## config.mk

```make
export PLATFORM = sky130hd
export DESIGN_NAME = dp_sequencer
export DESIGN_NICKNAME = d
export VERILOG_FILES = /design/src/rtl/dp_sequencer.sv
export SDC_FILE = /design/constraint.sdc
export NUM_CORES = 1
export LEC_CHECK = 0
export BUFFER_PORTS_ARGS = -buffer_cell sky130_fd_sc_hd__buf_2
export CORE_UTILIZATION = 49
export DETAILED_ROUTE_END_ITERATION = 10
export PLACE_DENSITY_LB_ADDON = 0.1
export SYNTH_ARGS = -nofsm -noshare
export SYNTH_HDL_FRONTEND = slang
export SYNTH_SLANG_ARGS = --single-unit
```

## constraint.sdc

```tcl
create_clock -name clk -period 4 [get_ports clk]
set_clock_uncertainty 0.2 [all_clocks]
set_input_delay 0.6 -clock clk [delete_from_list [all_inputs] [get_ports clk]]
set_output_delay 0.6 -clock clk [all_outputs]
set_load 0.03 [all_outputs]
```

## src/rtl/dp_sequencer.sv

```systemverilog
// Instruction sequencer for the 8-bit two-register datapath: decodes a byte stream
// into register-file/ALU strobes and emits register values. Optional SEQ_RETIRE_CNT_EN adds retire_cnt.
module dp_sequencer #(
    parameter int DATA_W = 8,
    parameter int CNT_W  = 16
) (
    input  logic              clk,
    input  logic              rst_n,
    input  logic              in_valid,
    output logic              in_ready,
    input  logic [DATA_W-1:0] in_data,
    input  logic [DATA_W-1:0] dp_ra,
    input  logic [DATA_W-1:0] dp_rb,
    output logic              dp_w,
    output logic              dp_reg_sel,
    output logic [1:0]        dp_opcode,
    output logic              dp_mux_sel,
    output logic [DATA_W-1:0] dp_imm,
    output logic              out_valid,
    input  logic              out_ready,
    output logic [DATA_W-1:0] out_data,
    output logic              busy
`ifdef SEQ_RETIRE_CNT_EN
    ,
    output logic [CNT_W-1:0]  retire_cnt
`endif
);

    typedef enum logic [1:0] {S_FETCH, S_IMM, S_WB, S_OUT} state_t;

    state_t state;
    logic   dst;
    logic   accept;

    // in_ready is held low while reset is asserted so nothing is taken mid-reset.
    assign in_ready = rst_n && (state == S_FETCH || state == S_IMM);
    assign accept   = in_valid && in_ready;
    assign busy     = (state != S_FETCH);

    // NOTE: sequential state uses non-blocking assignments only, so every register
    // samples pre-edge values and the block order does not matter.
    always_ff @(posedge clk or negedge rst_n) begin
        if (!rst_n) begin
            state      <= S_FETCH;
            dst        <= 1'b0;
            dp_w       <= 1'b0;
            dp_reg_sel <= 1'b0;
            dp_opcode  <= 2'b00;
            dp_mux_sel <= 1'b0;
            dp_imm     <= '0;
            out_valid  <= 1'b0;
            out_data   <= '0;
        end else begin
            dp_w <= 1'b0;
            case (state)
                S_FETCH: begin
                    if (accept) begin
                        case (in_data[7:6])
                            2'b00: begin
                                dst   <= in_data[0];
                                state <= S_IMM;
                            end
                            2'b01: begin
                                dp_w       <= 1'b1;
                                dp_reg_sel <= in_data[3];
                                dp_opcode  <= in_data[5:4];
                                dp_mux_sel <= 1'b1;
                                state      <= S_WB;
                            end
                            2'b10: begin
                                out_data  <= in_data[0] ? dp_rb : dp_ra;
                                out_valid <= 1'b1;
                                state     <= S_OUT;
                            end
                            default: ;
                        endcase
                    end
                end
                S_IMM: begin
                    if (accept) begin
                        dp_imm     <= in_data;
                        dp_w       <= 1'b1;
                        dp_reg_sel <= dst;
                        dp_opcode  <= 2'b00;
                        dp_mux_sel <= 1'b0;
                        state      <= S_WB;
                    end
                end
                // The datapath write lands on the edge leaving WB, so the next OUT sees it.
                S_WB: state <= S_FETCH;
                S_OUT: begin
                    if (out_ready) begin
                        out_valid <= 1'b0;
                        state     <= S_FETCH;
                    end
                end
                default: state <= S_FETCH;
            endcase
        end
    end

`ifdef SEQ_RETIRE_CNT_EN
    logic retire;

    assign retire = (state == S_FETCH && accept && in_data[7:6] == 2'b11)
                 || (state == S_WB)
                 || (state == S_OUT && out_ready);

    always_ff @(posedge clk or negedge rst_n) begin
        if (!rst_n) retire_cnt <= '0;
        else if (retire) retire_cnt <= retire_cnt + CNT_W'(1);
    end
`endif

endmodule

```

# Yosys cells after proc, flatten, opt, wreduce, memory -nomap -nowiden

Index checks and enable logic that the tools add are counted.

Flip-flop bits (word level): 25
Output and inout port bits: 24
Word-level logic and storage cells: 60

Equal/unequal tests: 11
Mux-type cells: 26
Reductions and logical operators: 14

Operators with widths:

| operator                                               | count |
|---|---|
| 2-to-1 mux 1 bit                                       | 12 |
| 2-to-1 mux 2 bit                                       | 6 |
| AND reduction 4 bit                                    | 3 |
| 2-to-1 mux 8 bit                                       | 1 |
| one-hot mux 1 bit (2 select lines)                     | 4 |
| one-hot mux 2 bit (4 select lines)                     | 1 |
| equality test 2 bit (second input constant)            | 3 |
| inequality test 2 bit (second input constant)          | 3 |
| one-hot mux 2 bit (3 select lines)                     | 1 |
| AND reduction 3 bit                                    | 2 |
| nonzero test 2 bit                                     | 3 |
| equality test 2 x 1 -> 1 bit (second input constant)   | 2 |
| logical NOT 2 bit                                      | 2 |
| inequality test 2 x 1 -> 1 bit (second input constant) | 2 |
| inequality test 4 x 1 -> 1 bit (second input constant) | 1 |
| one-hot mux 2 bit (2 select lines)                     | 1 |
| logical AND 1 bit                                      | 2 |
| AND reduction 2 bit                                    | 1 |
| logical OR 1 bit                                       | 1 |

# Logic depth before layout (Yosys ltp)

Gate-level depths: netlist (run 1).

Depth in word-level cells: 6
Gate-level depth with buffers: 5
Depth with buffers taken out: 5

# Least setup slack after synthesis (run 1)

OpenSTA, ideal clock, no wires.

Path type: input-to-reg
Start: input port in_data[6]
End: register out_data[0]
Arrival time: 1.505 ns
Data required time: 3.675 ns
Setup slack: 2.170 ns
Buffers on the path: 0
Cell stages on the path: 4
Path through: inv_1 ha_1 nor3b_4 mux2_2

Cells in the longest elaborated chain, start to end: 2

RTL lines:

| element                       | RTL line | text |
|---|---|---|
| start: declaration            | 11       | `input logic [DATA_W-1:0] in_data,` |
| equality test 2 bit           | 58       | `case (in_data[7:6])` |
| AND reduction 3 bit (no line) | --       |  |
| end signal: assignment        | 71       | `out_data <= in_data[0] ? dp_rb : dp_ra;` |
| end: declaration              | 21       | `output logic [DATA_W-1:0] out_data,` |

Every way passes these cells.
A chain may end at the register's enable or synchronous reset.

# Worst setup path in the final report (run 1)

Start: input port rst_n
End: output port in_ready

Cells in the longest elaborated chain, start to end: 1

RTL lines:

| element            | RTL line | text |
|---|---|---|
| start: declaration | 8        | `input logic rst_n,` |
| logical AND 1 bit  | 36       | `assign in_ready = rst_n && (state == S_FETCH \|\| state == S_IMM);` |
| end: declaration   | 10       | `output logic in_ready,` |

Every way passes these cells.

==> metrics.cfg, run 1 <==
[sta]
fmax_mhz = 434.1
fin_setup_tns_ns = 0
slew_headroom = 0.5957
final_worst_hold_slack_ns = 0.07069
tightest_slew_ns = 0.6065
finalSetupViolCount = 0
finalMaxSlewViolations = 0
rsz0062_at_grt = no
timing.final.hold_violations = 0
period_minus_slack_ns = 2.304
post-route-period-util = 0.5759

[final_layout]
insertedDiodeCount = 0
filler_cell_count = 207
drive_gt1_frac = 0.6383
area_growth_pct = 25.74
regArea_um2 = 625.6
num-nets-final = 173
multi_input_area_um2 = 540.5

[critical_path]
worst_path_max_delay_cell = buf_2
setup.worst_path.start_class = primary input
r2r_start = state[1]
cp-startpoint = rst_n
critical_path_peak_fanout = 28
cp.arrival_ns = 1.50
endpoint_kind = output pin
critPathKind = in2out
worst_path_largest_cell_delay_ns = 0.48
crit_path_frequent_cell = buf_2
required_time_of_the_critical_path_ns = 3.20
cell_breakdown_of_the_critical_path = buf_2, and2b_2, buf_2

[clock_network]
cts_tree = yes
cts_max_level = 1
cts_resized = 0
root_buffer = clkbuf_4
numCtsBuffers = 3
cts_hold_repair.buffers = 0
clk_pin_slew_ns = 0.14
worst_skew_pair.late_latency_ns = 0.32
clk_path_buf_depth = 2
cts.repair_timing.setup_buffer_count = 0
cts.sink_count = 25

[flow_run]
timing.max_cap.violations = 0

[power]
comb_power_share = 0.500
power.switching_uw = 503.6
vdd_drop_max_mv = 0.4529
fin_total_pwr_mw = 1.124
netSwitchingFraction = 0.4479
power.density_mw_per_mm2 = 753.9
seq_power_share = 0.399
power.share.clock = 0.100
cellInternalPower_uw = 620.9
cellLeakagePower_nw = 0.7513

[logic_synthesis]
syn_area_per_cell_um2 = 13.33
synth_nets = 120
synthesis.area_mm2 = 0.001186
netlist-cell-type-count = 23
synth_sequential_area_ratio = 0.5274
syn_inst = 89
yosysWarnings = 0
postSynthRegisterBits = 25

[global_routing]
wire_length_of_the_first_global_routing_pass_mm = 3.532
number_of_global_route_vias_before_repair = 856
grt_antenna_before_repair = 0
largest_net_degree_at_the_start_of_global_routing = 29
grt_overflow = 0
grt_usage = 0.1863

[placed_design]
io_buffers = 51
dp_hpwl_mm = 1.733
finalWeightedCongestion = 0.7710

[route]
detail_route.first_pass.iterations = 4
avgRoutedWirePerCell_um = 13.15
totalWireLength_mm = 2.222
dr_total_vias = 872
ant_nets = 0
first_iter_violations = 7
route.detailed.vias_per_inst = 5.160
drcViolationCount = 0

[floorplan]
die_outline_area_mm2 = 0.002621
design.portCount = 52
effective_utilization_at_floorplan = 0.5261
core-area_mm2 = 0.002255
dieHeight_um = 51.20
die_w_um = 51.20
row_count = 17

[hold_path]
hp-class = in2async

[status]
outcome = completed

worst max-delay path, delay by kind of cell:
kind                   cells  cell delay [ns]
buffers and inverters      2             0.66
and+or+nand+nor            1             0.23
layout make-up:
class | instances | area share
clock inverters | 1 | 0.003356
multi-input cells | 59 | 0.3624
inverters | 2 | 0.005034
flip-flops and latches | 25 | 0.4195
clock buffers | 3 | 0.01510
repair buffers | 51 | 0.1711
well taps | 28 | 0.02349
synthesized netlist by cell type (all sizes together):
master   n  area, um2
nand2    7      28.78
o21a     1      7.510
dfrtp   25      625.6
mux2    27      304.0
and2b    2      17.52
a21oi    4      20.02
nor3b    1      18.77
nand3    1      5.000
and3b    1      10.01
buf      1      5.000
nand3b   2      27.53
nor2     3      11.26
or2b     1      7.510
nor3     1      5.000
inv      2      7.510
or2      1      6.260
a21o     1      8.760
o211ai   1      7.510
ha       3      37.54
clkbuf   2      7.510
o311ai   2      17.52
final timing paths:
path | end | slack [ns] | cells past startpoint
setup / recovery | in_ready | 1.70 | 3
hold / removal | dp_w | 0.07 | 1
setup reg to reg | out_data[6] | 2.09 | 3
hold reg to reg | out_data[2] | 0.32 | 1
max in group asynchronous | dp_imm[5] | 3.14 | 1
min in group clk | dp_imm[2] | 0.31 | 2
placed cells by master (no fill, tap or decap), types with 2 or more instances in the layout:
cell type and n:
inv_1 2, clkbuf_4 3, mux2_2 27, a21oi_1 4, o311ai_0 2, buf_2 51
ha_1 3, dfrtp_1 25, nor2_1 3, and2b_2 2, nand2_1 6
cell families (layout without fill, tap and decap cells):
group                      count (synthesis)  after routing  share of synthesized area
AOI/OAI and AO/OA                          9              9                    0.05170
buffers and inverters                      5             57                    0.01688
and+or+nand+nor                           20             20                     0.1160
muxes                                     27             27                     0.2563
DFF                                       25             25                     0.5274
adders and majority gates                  3              3                    0.03165
metrics by stage:
step / setup slack, ns / std cells / area (um2) / utilization
floorplan: 2.170 / 89 / 1186 / -
global placement: 1.483 / 165 / 1464 / 0.6493
detailed placement: 1.401 / 165 / 1464 / 0.6493
CTS: 1.641 / 169 / 1491 / 0.6615
global route: 1.563 / 169 / 1491 / 0.6615
finish: 1.696 / 169 / 1491 / 0.6615
registers in the layout, indices dropped and copies added (netlist names), 2 cells and up:
register,count
out_data,8
state,2
dp_opcode,2
dp_imm,8
power groups by stage:
stage	Sequential (mW)	Combinational (mW)	Clock, mW
finish	0.449	0.563	0.113
global route	0.468	0.596	0.126
CTS	0.450	0.569	0.117
detailed placement	0.456	0.569	0
global placement	0.451	0.556	0
floorplan	0.660	0.194	0
per-layer routing:
metal | GRT usage | vias to the layer above | part of all wire
met5 | 0 | - | 0
met4 | 0.08333 | 0 | 0.010
met3 | 0.03571 | 2 | 0.041
met2 | 0.3399 | 29 | 0.54
met1 | 0.2070 | 420 | 0.41
li1 | - | 421 | -
(Power assumes the default switching activity.)
==> inputs of run 2 (changes only) <==
--- a/config.mk
+++ b/config.mk
@@ -5,8 +5,9 @@
 export SDC_FILE = /design/constraint.sdc
 export NUM_CORES = 1
 export LEC_CHECK = 0
+export ABC_AREA = 1
 export BUFFER_PORTS_ARGS = -buffer_cell sky130_fd_sc_hd__buf_2
-export CORE_UTILIZATION = 49
+export CORE_UTILIZATION = 47
 export DETAILED_ROUTE_END_ITERATION = 10
 export PLACE_DENSITY_LB_ADDON = 0.1
 export SYNTH_ARGS = -nofsm -noshare
==> constraint.sdc (replaced) <==
create_clock -name clk -period 2.3 [get_ports clk]
set_clock_uncertainty 0.2 [all_clocks]
set_input_delay 0.345 -clock clk [delete_from_list [all_inputs] [get_ports clk]]
set_output_delay 0.345 -clock clk [all_outputs]
set_load 0.03 [all_outputs]
==> run 2 against run 1 <==
Compared with the run above: synthesized cell count up 80%; non-clock buffer count is 2 higher; sequential share of layout area is 2.0 points lower; cell count grew 44%; worst hold slack worse by 0.052 ns; global-route usage is 1.3 points higher.
==> metrics.cfg, run 2 <==
[route]
first_iter_violations = 14
drcViolationCount = 0
detail_route.first_pass.iterations = 4
route.detailed.vias_per_inst = 4.720
avgRoutedWirePerCell_um = 10.80
ant_nets = 0
dr_total_vias = 1147
totalWireLength_mm = 2.624

[clock_network]
clk_pin_slew_ns = 0.14
cts_tree = yes
clk_path_buf_depth = 2
numCtsBuffers = 3
cts.repair_timing.setup_buffer_count = 0
root_buffer = clkbuf_4
worst_skew_pair.late_latency_ns = 0.32
cts.sink_count = 25
cts_max_level = 1

[sta]
finalSetupViolCount = 0
post-route-period-util = 0.9029
period_minus_slack_ns = 2.077
setup_slack_ns = 0.2233
fmax_mhz = 481.5
finalMaxSlewViolations = 0
slew_headroom = 0.7527
timing.final.hold_violations = 0
rsz0062_at_grt = no
fin_setup_tns_ns = 0
tightest_slew_ns = 0.3709

[global_routing]
wire_length_of_the_first_global_routing_pass_mm = 4.140
number_of_global_route_vias_before_repair = 1033
grt_usage = 0.1991
largest_net_degree_at_the_start_of_global_routing = 21
grt_overflow = 0
grt_antenna_before_repair = 0

[hold_path]
hp-class = in2reg
worst_hold_path.num_cells = 3
worstHoldStart = in_data[1]
hold_endpoint = dp_imm[1]

[critical_path]
ff2ff_setup_slack_ns = 0.71
r2r_start = state[0]
endpoint_kind = output pin
worst_r2r_endpoint = dp_imm[6]
setup.worst_path.start_class = primary input
critical_path_peak_fanout = 9
required_time_of_the_critical_path_ns = 1.75
cp.arrival_ns = 1.53
cp-startpoint = rst_n
critPathKind = in2out
count_of_cells_along_the_worst_register_to_register_path = 4

[final_layout]
insertedDiodeCount = 0
drive_gt1_frac = 0.2911
top_regs = dp_imm: 8 flops, out_data: 8 flops
layout_commonest_cell = nand2_1
filler_cell_count = 247
area_growth_pct = 24.83
num-nets-final = 245
final_core_utilization = 0.6266
layout_common_cells = 72 x nand2_1, 51 x buf_2, 25 x dfrtp_1, 17 x inv_1, 15 x o21ai_0

[power]
power.density_mw_per_mm2 = 1193
fin_total_pwr_mw = 1.869
vdd_drop_max_mv = 0.7758
cellLeakagePower_nw = 0.9164

[logic_synthesis]
synthDominantAreaCellType = dfrtp_1
synth_nets = 191
most_numerous_cell_in_the_yosys_netlist = nand2_1
netlist-cell-type-count = 20
syn_inst = 160
synth_sequential_area_ratio = 0.4985
postSynthRegisterBits = 25
yosysWarnings = 0
async_flop_share = 1.000
syn_area_per_cell_um2 = 7.843
ranking_of_synthesized_cells_by_area = dfrtp_1 50%, nand2_1 22%, o21ai_0 6.0%
post_synth_most_frequent_cells = 72 x nand2_1, 25 x dfrtp_1, 17 x inv_1, 15 x o21ai_0, 8 x nor2_1
synthFlopType = dfrtp_1
synth_top_cell_area_share = 0.4985
synth_edf_count = 0
synthesis.area_mm2 = 0.001255

[floorplan]
core-area_mm2 = 0.002500
die_outline_area_mm2 = 0.002881
die_w_um = 53.68
row_count = 18
design.portCount = 52
effective_utilization_at_floorplan = 0.5020
dieHeight_um = 53.68

[placed_design]
io_buffers = 51
dp_hpwl_mm = 2.093
finalWeightedCongestion = 0.8842
post_placement_worst_setup_slack_ns = 0.5846

[status]
outcome = completed

[flow_run]
timing.max_cap.violations = 0

-- run 2: routing by layer --
metal	global-route usage	routed length, um	part of all wire	vias up
met1	0.2150	1164	0.44	510
met5	0	0	0	-
li1	-	-	-	599
met4	0.05263	21	0.0080	0
met3	0.03672	126	0.048	2
met2	0.3868	1312	0.50	36
-- run 2: final cells by class --
| type | count | area [um2] | share of cell area |
|---|---|---|---|
| flip-flops and latches | 25 | 625.6 | 0.3994 |
| multi-input cells | 113 | 535.5 | 0.3419 |
| repair buffers | 53 | 272.8 | 0.1741 |
| inverters | 18 | 67.56 | 0.04313 |
| well taps | 30 | 37.54 | 0.02396 |
| clock buffers | 3 | 22.52 | 0.01438 |
| clock inverters | 1 | 5.005 | 0.003195 |
-- run 2: critical path, cell delays in order --
cell	delay, ns
dlygate4sd3_1	0.52
buf_2	0.25
inv_1	0.08
nor2_1	0.12
buf_2	0.22
-- run 2: how the worst max path moves through the flow --
| stage | endpoint | cells past startpoint |
|---|---|---|
| after global routing | in_ready | 5 |
| after global placement | out_data[5] | 6 |
| after CTS | in_ready | 5 |
| after floorplan | dp_opcode[0] | 4 |
| after detailed placement | state[0] | 7 |
| final | in_ready | 5 |
-- run 2: kinds of logic (layout without fill, tap and decap cells) --
logic type | after synthesis | in the layout | share of synthesized area
flops | 25 | 25 | 0.4985
simple gates | 89 | 89 | 0.3061
fa+ha+maj | 3 | 3 | 0.02991
compound gates | 21 | 21 | 0.09073
buf+inv | 22 | 75 | 0.07477
-- run 2: report_power, final --
part	total, mW	switching [mW]	internal [mW]
logic	0.919	0.652	0.267
registers	0.749	0.120	0.629
clock network	0.200	0.135	0.0652
-- run 2: per-stage QoR --
stage / instance area (um2) / hold slack [ns] / std cells
after CTS: 1567 / 0.009822 / 243
after global placement: 1529 / 0.01800 / 238
after global routing: 1567 / 0.006763 / 243
after detailed placement: 1529 / 0.02404 / 238
after floorplan: 1255 / -0.1506 / 160
final: 1567 / 0.01898 / 243
-- run 2: repair_timing --
action,in CTS,in global routing
resized for setup,0,0
hold endpoints to repair,16,0
setup endpoints to repair,0,0
hold buffers,1,0
==> inputs of run 3 (changes only) <==
--- a/config.mk
+++ b/config.mk
@@ -8,8 +8,9 @@
 export ABC_AREA = 1
 export BUFFER_PORTS_ARGS = -buffer_cell sky130_fd_sc_hd__buf_2
 export CORE_UTILIZATION = 47
+export CTS_BUF_LIST = sky130_fd_sc_hd__clkbuf_4 sky130_fd_sc_hd__clkbuf_8 sky130_fd_sc_hd__clkbuf_16
 export DETAILED_ROUTE_END_ITERATION = 10
-export PLACE_DENSITY_LB_ADDON = 0.1
+export PLACE_DENSITY = 0.87
 export SYNTH_ARGS = -nofsm -noshare
 export SYNTH_HDL_FRONTEND = slang
 export SYNTH_SLANG_ARGS = --single-unit
==> run 3 against run 2 <==
Compared with the run above: total power grew 0.73%; final area grew 0.32%; die area is the same; cell count is the same; global-route usage grew 0.84 points; combinational power is essentially flat; fmax shrank 1.6%; count of clock-buffer cells in the layout grew 1; sequential share of layout area shrank 0.13 points; via count is the same; critical endpoint unchanged.
==> metrics.cfg, run 3 (synthesis gave the netlist of run 2 again) <==
[power]
power.density_mw_per_mm2 = 1198
vdd_drop_max_mv = 0.7659
cellLeakagePower_nw = 0.9178

[global_routing]
grt_antenna_before_repair = 0
largest_net_degree_at_the_start_of_global_routing = 19
grt_overflow = 0
wire_length_of_the_first_global_routing_pass_mm = 4.209
number_of_global_route_vias_before_repair = 1046
grt_usage = 0.2074

[floorplan]
design.portCount = 52
die_outline_area_mm2 = 0.002881
effective_utilization_at_floorplan = 0.5020
dieHeight_um = 53.68
row_count = 18
die_w_um = 53.68
core-area_mm2 = 0.002500

[sta]
finalSetupViolCount = 0
tightest_slew_ns = 0.4070
post-route-period-util = 0.9179
final_worst_hold_slack_ns = 0.01633
rsz0062_at_grt = no
fmax_mhz = 473.7
timing.final.hold_violations = 0
period_minus_slack_ns = 2.111
finalMaxSlewViolations = 0
fin_setup_tns_ns = 0
slew_headroom = 0.7287

[clock_network]
worst_skew_pair.late_latency_ns = 0.32
cts_max_level = 1
numCtsBuffers = 3
root_buffer = clkbuf_4
clk_pin_slew_ns = 0.13
cts_tree = yes
cts.sink_count = 25
clk_path_buf_depth = 2

[final_layout]
layout_common_cells = 72 x nand2_1, 50 x buf_2, 25 x dfrtp_1, 17 x inv_1, 15 x o21ai_0
layout_commonest_cell = nand2_1
num-nets-final = 245
insertedDiodeCount = 0
top_regs = dp_imm: 8 flops, out_data: 8 flops
area_growth_pct = 25.22
drive_gt1_frac = 0.2911
fin_area_mm2 = 0.001572
filler_cell_count = 227
stdcell_count = 243

[critical_path]
count_of_cells_along_the_worst_register_to_register_path = 4
setup.worst_path.start_class = primary input
crit_cells = 5
cell_breakdown_of_the_critical_path = dlygate4sd3_1, clkbuf_4, inv_1, nor2_1, buf_2
worst_path_largest_cell_delay_ns = 0.52
critical_path.top_delay_family = buffers and inverters
ff2ff_setup_slack_ns = 0.63
endpoint_kind = output pin
critPathKind = in2out
required_time_of_the_critical_path_ns = 1.75
critical_path_buf_inv_count = 4
critical_path_peak_fanout = 16
cp.arrival_ns = 1.57
worst_path_max_delay_cell = dlygate4sd3_1

[placed_design]
dp_hpwl_mm = 2.009
io_buffers = 51
place_inst = 238
finalWeightedCongestion = 0.8159
dpl-instance-area_mm2 = 0.001529

[route]
drcViolationCount = 0
avgRoutedWirePerCell_um = 10.37
dr_total_vias = 1147
totalWireLength_mm = 2.521
detail_route.first_pass.iterations = 4
first_iter_violations = 24
ant_nets = 0
route.detailed.vias_per_inst = 4.720

[status]
outcome = completed

[flow_run]
timing.max_cap.violations = 0

[hold_path]
worst_hold_path.num_cells = 3
hp-class = in2reg

-- run 3: cell types whose count changed in the layout (fill, tap and decap cells not counted), sizes merged --
cell    previous run  this run
clkbuf             3         5
clkinv             1         0
buf               52        51
-- run 3: worst paths after layout --
| check | from | endpoint |
|---|---|---|
| worst min-delay path | in_data[2] | dp_imm[2] |
| min in group asynchronous | rst_n | dp_w |
| worst max register to register | state[0] | dp_imm[7] |
| max in group asynchronous | rst_n | out_data[4] |
| worst max-delay path | rst_n | in_ready |
| worst min register to register | out_data[1] | out_data[1] |
-- run 3: worst reg2reg max path, stage by stage, from the launching register on --
cell     delay (ns)
dfrtp_1        0.61
nand2_1        0.28
nor2_4         0.28
nand2_1        0.09
o21a_1         0.11
-- run 3: through the flow --
step / worst slack, ns / power (mW) / util
final: 0.1889 / 1.882 / 0.6286
after CTS: 0.1076 / 1.894 / 0.6276
after floorplan: 0.7254 / 1.414 / -
after global routing: 0.05533 / 2.027 / 0.6286
after detailed placement: 0.5224 / 1.685 / 0.6116
after global placement: 0.6010 / 1.667 / 0.6116
-- run 3: area by class of cell --
| cell class | count | area [um2] | share of cell area |
|---|---|---|---|
| multi-input cells | 113 | 535.5 | 0.3408 |
| well taps | 30 | 37.54 | 0.02389 |
| inverters | 18 | 67.56 | 0.04299 |
| repair buffers | 53 | 275.3 | 0.1752 |
| flip-flops and latches | 25 | 625.6 | 0.3981 |
| clock buffers | 4 | 30.03 | 0.01911 |
-- run 3: per-layer routing --
layer	vias up	GRT usage	wire length [um]
met3	4	0.03672	167
met2	47	0.3395	1168
met5	-	0	0
met1	496	0.2496	1118
li1	600	-	-
met4	0	0.1316	66
-- run 3: report_power, final --
part	internal, mW	total (mW)	switching, mW	leakage [nW]
registers	0.629	0.754	0.125	0.314
logic	0.268	0.917	0.650	0.586
clock network	0.0799	0.210	0.131	0.0184
-- run 3: repair_timing --
| action | in CTS | in global routing |
|---|---|---|
| endpoints found under the hold margin | 13 | 0 |
| setup buffers | 0 | 0 |
| setup endpoints to repair | 0 | 1 |
| hold buffers | 1 | 0 |
| gates resized for setup | 0 | 1 |
